`config.mk`:
```
export PLATFORM = sky130hd
export DESIGN_NAME = stump_control_flat
export DESIGN_NICKNAME = d
export VERILOG_FILES = /design/src/rtl/stump_pkg.sv /design/src/rtl/stump_control_if.sv /design/src/rtl/stump_cond_eval.sv /design/src/rtl/stump_control.sv /design/src/flat_wrapper.sv
export SDC_FILE = /design/constraint.sdc
export NUM_CORES = 1
export LEC_CHECK = 0
export ABC_AREA = 1
export BUFFER_PORTS_ARGS = -buffer_cell sky130_fd_sc_hd__buf_2
export CAP_MARGIN = 30
export CORE_MARGIN = 5
export CORE_UTILIZATION = 35
export DETAILED_ROUTE_END_ITERATION = 8
export GPL_TIMING_DRIVEN = 0
export PLACE_DENSITY = 0.72
export SYNTH_ARGS = -nofsm -noshare
export SYNTH_HDL_FRONTEND = slang
export SYNTH_HIERARCHICAL = 1
export SYNTH_SLANG_ARGS = --single-unit
```
`constraint.sdc`:
```
create_clock -name clk -period 2.66 [get_ports clk]
set_input_delay 0.133 -clock clk [delete_from_list [all_inputs] [get_ports clk]]
set_output_delay 0.133 -clock clk [all_outputs]
set_load 0.02 [all_outputs]
```
`src/rtl/stump_pkg.sv`:
```
// Shared Stump ISA constants: FSM state encodings, opcodes and branch condition codes.
package stump_pkg;

   // Control FSM state encodings (also visible on the state output)
   localparam logic [1:0] StFetch   = 2'b00;
   localparam logic [1:0] StExecute = 2'b01;
   localparam logic [1:0] StMemory  = 2'b10;

   // Opcodes, ir[15:13]
   localparam logic [2:0] OpAdd  = 3'b000;
   localparam logic [2:0] OpAdc  = 3'b001;
   localparam logic [2:0] OpSub  = 3'b010;
   localparam logic [2:0] OpSbc  = 3'b011;
   localparam logic [2:0] OpAnd  = 3'b100;
   localparam logic [2:0] OpOr   = 3'b101;
   localparam logic [2:0] OpLdSt = 3'b110;
   localparam logic [2:0] OpBcc  = 3'b111;

   // Branch conditions, ir[11:8]
   localparam logic [3:0] CondAl = 4'h0;
   localparam logic [3:0] CondNv = 4'h1;
   localparam logic [3:0] CondHi = 4'h2;
   localparam logic [3:0] CondLs = 4'h3;
   localparam logic [3:0] CondCc = 4'h4;
   localparam logic [3:0] CondCs = 4'h5;
   localparam logic [3:0] CondNe = 4'h6;
   localparam logic [3:0] CondEq = 4'h7;
   localparam logic [3:0] CondVc = 4'h8;
   localparam logic [3:0] CondVs = 4'h9;
   localparam logic [3:0] CondPl = 4'hA;
   localparam logic [3:0] CondMi = 4'hB;
   localparam logic [3:0] CondGe = 4'hC;
   localparam logic [3:0] CondLt = 4'hD;
   localparam logic [3:0] CondGt = 4'hE;
   localparam logic [3:0] CondLe = 4'hF;

   // Opcodes 000-101 are register-writing ALU operations
   function automatic logic is_alu_op(input logic [2:0] op);
      return op < OpLdSt;
   endfunction

endpackage

```
`src/rtl/stump_control_if.sv`:
```
// Memory handshake between the Stump control unit and the memory system.
interface stump_control_if;
   logic mem_ready;
   logic mem_ren;
   logic mem_wen;
   logic addr_sel;

   modport master (
      input  mem_ready,
      output mem_ren,
      output mem_wen,
      output addr_sel
   );

   modport slave (
      output mem_ready,
      input  mem_ren,
      input  mem_wen,
      input  addr_sel
   );
endinterface

```
`src/rtl/stump_cond_eval.sv`:
```
// Branch condition evaluator: decides whether a Bcc is taken given the current flags.
module stump_cond_eval
   import stump_pkg::*;
(
   input  logic [3:0] cond,
   input  logic [3:0] cc,
   output logic       taken
);

   logic n, z, v, c;
   assign {n, z, v, c} = cc;

   // Decode the 16 condition codes against {N,Z,V,C}
   always_comb begin
      taken = 1'b0;
      unique case (cond)
         CondAl: taken = 1'b1;
         CondNv: taken = 1'b0;
         CondHi: taken = ~c & ~z;
         CondLs: taken = c | z;
         CondCc: taken = ~c;
         CondCs: taken = c;
         CondNe: taken = ~z;
         CondEq: taken = z;
         CondVc: taken = ~v;
         CondVs: taken = v;
         CondPl: taken = ~n;
         CondMi: taken = n;
         CondGe: taken = (n == v);
         CondLt: taken = (n != v);
         CondGt: taken = ~z & (n == v);
         CondLe: taken = z | (n != v);
      endcase
   end

endmodule

```
`src/rtl/stump_control.sv`:
```
// Stump processor control unit: FETCH / EXECUTE / MEMORY sequencer and condition-code register.
module stump_control
   import stump_pkg::*;
(
   input  logic                   clk,
   input  logic                   rst,
   stump_control_if.master        bus,
   input  logic [15:0]            ir,
   input  logic [3:0]             flags_in,
   output logic [1:0]             state,
   output logic                   ir_en,
   output logic                   pc_inc,
   output logic                   reg_we,
   output logic [2:0]             dest,
   output logic [2:0]             alu_func,
   output logic                   alu_c_in,
   output logic [1:0]             shift_op,
   output logic                   imm_sel,
   output logic [3:0]             cc
);

   logic [1:0] state_q, state_d;
   logic [3:0] cc_q, cc_d;
   logic       mem_ren, mem_wen, addr_sel;
   logic       taken;

   logic [2:0] opcode;
   logic       is_store;
   logic       unused_ir;

   assign opcode   = ir[15:13];
   assign is_store = ir[11];
   // Register source fields are consumed by the datapath, not by control
   assign unused_ir = ^ir[7:2];

   stump_cond_eval u_cond_eval (
      .cond  (ir[11:8]),
      .cc    (cc_q),
      .taken (taken)
   );

   // State and condition-code registers; reset is asynchronous
   always_ff @(posedge clk or posedge rst) begin
      if (rst) begin
         state_q <= StFetch;
         cc_q    <= 4'b0000;
      end else begin
         state_q <= state_d;
         cc_q    <= cc_d;
      end
   end

   // Next-state, cc update and all control outputs from current state and ir
   always_comb begin
      state_d  = state_q;
      cc_d     = cc_q;
      ir_en    = 1'b0;
      pc_inc   = 1'b0;
      addr_sel = 1'b0;
      mem_ren  = 1'b0;
      mem_wen  = 1'b0;
      reg_we   = 1'b0;
      dest     = 3'b000;
      alu_func = 3'b000;
      alu_c_in = 1'b0;
      shift_op = 2'b00;
      imm_sel  = 1'b0;

      case (state_q)
         StFetch: begin
            mem_ren = 1'b1;
            if (bus.mem_ready) begin
               ir_en   = 1'b1;
               pc_inc  = 1'b1;
               state_d = StExecute;
            end
         end

         StExecute: begin
            // LD/ST and Bcc use ADD to form address / branch target
            alu_func = is_alu_op(opcode) ? opcode : OpAdd;
            alu_c_in = cc_q[0];
            imm_sel  = ir[12];
            shift_op = ir[12] ? 2'b00 : ir[1:0];
            state_d  = StFetch;
            if (is_alu_op(opcode)) begin
               reg_we = 1'b1;
               dest   = ir[10:8];
               if (ir[11]) begin
                  cc_d = flags_in;
               end
            end else if (opcode == OpLdSt) begin
               state_d = StMemory;
            end else if (taken) begin
               reg_we = 1'b1;
               dest   = 3'b111;
            end
         end

         StMemory: begin
            addr_sel = 1'b1;
            if (is_store) begin
               mem_wen = 1'b1;
            end else begin
               mem_ren = 1'b1;
            end
            if (bus.mem_ready) begin
               state_d = StFetch;
               if (!is_store) begin
                  reg_we = 1'b1;
                  dest   = ir[10:8];
               end
            end
         end

         default: begin
            state_d = StFetch;
         end
      endcase

      // Suppress every strobe while reset is held, even though FETCH is forced
      if (rst) begin
         ir_en   = 1'b0;
         pc_inc  = 1'b0;
         mem_ren = 1'b0;
         mem_wen = 1'b0;
         reg_we  = 1'b0;
      end
   end

   assign bus.mem_ren  = mem_ren;
   assign bus.mem_wen  = mem_wen;
   assign bus.addr_sel = addr_sel;
   assign state        = state_q;
   assign cc           = cc_q;

endmodule

```
`src/flat_wrapper.sv`:
```
// flat-port wrapper written by rule: the top's interface ports become plain ports
module stump_control_flat import stump_pkg::*;
  (clk, rst, ir, flags_in, state, ir_en, pc_inc, reg_we, dest, alu_func, alu_c_in, shift_op, imm_sel, cc, bus_mem_ready, bus_mem_ren, bus_mem_wen, bus_addr_sel);
  stump_control_if bus_i ();
  input  logic clk;
  input  logic rst;
  input  logic [15:0] ir;
  input  logic [3:0] flags_in;
  output logic [1:0] state;
  output logic ir_en;
  output logic pc_inc;
  output logic reg_we;
  output logic [2:0] dest;
  output logic [2:0] alu_func;
  output logic alu_c_in;
  output logic [1:0] shift_op;
  output logic imm_sel;
  output logic [3:0] cc;
  input wire logic [$bits(bus_i.mem_ready)-1:0] bus_mem_ready;
  output wire logic [$bits(bus_i.mem_ren)-1:0] bus_mem_ren;
  output wire logic [$bits(bus_i.mem_wen)-1:0] bus_mem_wen;
  output wire logic [$bits(bus_i.addr_sel)-1:0] bus_addr_sel;
  assign bus_i.mem_ready = bus_mem_ready;
  assign bus_mem_ren = bus_i.mem_ren;
  assign bus_mem_wen = bus_i.mem_wen;
  assign bus_addr_sel = bus_i.addr_sel;
  stump_control u_core (.clk(clk), .rst(rst), .bus(bus_i), .ir(ir), .flags_in(flags_in), .state(state), .ir_en(ir_en), .pc_inc(pc_inc), .reg_we(reg_we), .dest(dest), .alu_func(alu_func), .alu_c_in(alu_c_in), .shift_op(shift_op), .imm_sel(imm_sel), .cc(cc));
endmodule
```
==> results.ini <==
[global_routing]
grt_max_degree = 9
antenna_found_initial = 0
grt_pass1_wl_um = 2891
grt.total_usage_pct = 13.47
grt_pass1_vias = 724
grt_overflow_total = 0

[place]
place_congestion = 0.7688
dp_cells = 182
place_ws_ns = 1.068
dp_hpwl_um = 1608
port_buffers = 38

[synthesis]
syn_nets = 143
synth_top_area_share_pct = 22.12
synth_top_cell_by_area = nand2_1
synth_area_sq_um = 695.7
ys_ff_latch = 6
synthTopCellsByArea = nand2_1 22%, dfrtp_1 22%, nor2_1 9.7%
yosysWarningCount = 6
syn_avg_cell_area_sq_um = 5.946
synthDistinctLibCells = 19
ys_seq_area_share_pct = 21.58
netlist_instances = 117

[clock_network]
cts_setup_buffers = 0
clock_latency_ns = 0.24
cts-htree-levels = 1
cts.clk_slew.worst_paths_ns = 0.04
cts_sinks = 6
cts_root_buf = clkbuf_4
cts-buffers-inserted = 3
cts_tree = yes
clock_path_buffers = 2

[flow_run]
drv_cap = 0

[setup_path]
crit_slowest_cell = dfrtp_1
endpoint_kind = primary output
path_cells = inv_1 > nand2_1 > nand2_1 > nand2_1 > nand3_1 > nand3_1 > nand2_1 > nand3_4 > nand3_2 > nand2_2 > nor2_1 > buf_2
start_kind = register
r2r-end = u_core/state[1]
r2r_slack_ns = 1.39
critPathMaxStageDelay_ns = 0.41
crit_path_frequent_cell = nand2_1
path_max_fanout = 5
cp.required_ns = 2.53
crit_family = simple AND/OR/NAND/NOR gates
path_class = register to primary output
critPathBufInv = 2
cp.arrival_ns = 1.73
timing.rr.start = u_core/state[0]
reg2regPathDepth = 5

[run_status]
outcome = finished, final reports clean

[power]
vdd_drop_max_mv = 0.3666
leakagePower_nw = 0.5945
p_per_area_nw_per_um2 = 671.3
power_uw = 639.2

[detailed_routing]
drt-initial-drc-count = 8
vias = 827
wirelength_um = 1889
drc = 0
dr.pass1.iters = 6
viasPerCell = 4.446
ant_nets = 0
wl_per_cell_um = 10.16

[sta]
rsz0062_at_grt = false
max_slew.worst_pin.slew_ns = 0.2312
slew_headroom_pct = 84.56
finalSetupTns_ns = 0
period_share_pct = 69.98
setup_ws_ns = 0.7985
setup-violations-final = 0
max_freq_ghz = 0.5372
maxSlewViolCount = 0
skew_ns = 0.0003806
hold_violations = 0
min_period_ns = 1.861

[cells_and_area]
instances_no_fill = 186
area_growth_pct = 36.87
nNetsFinal = 187
antenna_cells = 0
final_core_util_pct = 49.54
fill_cells = 212
drive_above_1_share_pct = 34.59

[min_path]
hold_path_end = u_core/cc[2]
min_path_cells = 3
hold_path.class = input port to register
hp-start = flags_in[2]

[floorplan]
die_h_um = 54.58
core_sq_um = 1922
dieWidth_um = 54.58
ios = 45
start_util_pct = 36.20
row_count = 16
dieArea_sq_um = 2979

-- stage by stage --
stage               hold slack (ns)  instance area, sq um
floorplan                  -0.07604                 695.7
global placement            0.09050                 919.6
detailed placement          0.09392                 919.6
CTS                         0.08845                 952.2
global route                 0.1204                 952.2
finish                      0.09422                 952.2
-- cells in the mapped netlist (all sizes together) --
cell type,number
nand2,45
nor2,20
inv,17
nand3,12
o21ai,7
dfrtp,6
ha,3
buf,2
nor3b,2
a21oi,1
nand4,1
o21bai,1
-- report_power, final --
group / internal (mW) / switching (mW)
combinational: 0.140 / 0.258
clock: 0.0509 / 0.0312
sequential: 0.122 / 0.0372
-- how the worst max path moves through the flow --
stage | start | end | slack, ns | cells past startpoint
floorplan | u_core/cc[3] | dest[0] | 1.04 | 12
global placement | u_core/cc[3] | dest[1] | 1.09 | 12
detailed placement | u_core/cc[1] | dest[2] | 1.07 | 12
CTS | u_core/cc[1] | dest[2] | 0.79 | 12
global route | u_core/cc[3] | dest[2] | 0.65 | 12
finish | u_core/cc[3] | dest[2] | 0.80 | 12
-- cell usage in the layout, fill, tap and decap left out --
cell type,synthesis,routed
nor3b_1,2,2
a21oi_1,1,1
buf_4,1,1
o21ai_0,7,7
nand3_1,9,9
buf_2,0,38
inv_1,14,14
ha_1,3,3
nand3_4,1,1
nand4_1,1,1
inv_2,3,3
clkbuf_4,0,3
nor2_4,2,2
nand2_2,3,3
nand2_4,1,1
dfrtp_1,6,6
o21bai_1,1,1
nand3_2,2,2
nor2_1,18,18
dlygate4sd3_1,0,1
nand2_1,41,41
buf_6,1,1
-- routing by layer --
metal | share of wire [%] | global-route usage [%] | vias up
met3 | 5.5 | 2.180 | 2
met2 | 48 | 21.65 | 25
met1 | 45 | 16.89 | 352
met4 | 0.74 | 7.469 | 0
li1 | - | - | 448
met5 | 0 | 0 | -
-- timing repair --
| item | CTS | global route |
|---|---|---|
| endpoints found under the hold margin | 6 | 0 |
| resized for setup | 0 | 0 |
| hold buffers | 1 | 0 |
-- cell families after synthesis --
logic type                 synth area share (%)
DFF                                       21.58
buffers and inverters                     11.87
and+or+nand+nor                           54.32
AOI/OAI and AO/OA                         6.834
adders and majority gates                 5.396
-- tightest hold or removal path, stage by stage --
cell	delay, ns
buf_2	0.08
nand2_1	0.04
nand2_1	0.05
-- final cells by class --
class                   count  area [sq um]  area share, %
well taps                  27         33.78          3.548
repair buffers             39         200.2          21.02
inverters                  17         63.81          6.702
plain buffers               2         18.77          1.971
flip-flops and latches      6         150.1          15.77
multi-input cells          92         462.9          48.62
clock buffers               3         22.52          2.365
-- flip-flops by register name, summed over array words and instances (netlist names) --
signal and count:
u_core/cc 4, u_core/state 2
Note: power is estimated with default switching activity, not from simulation.
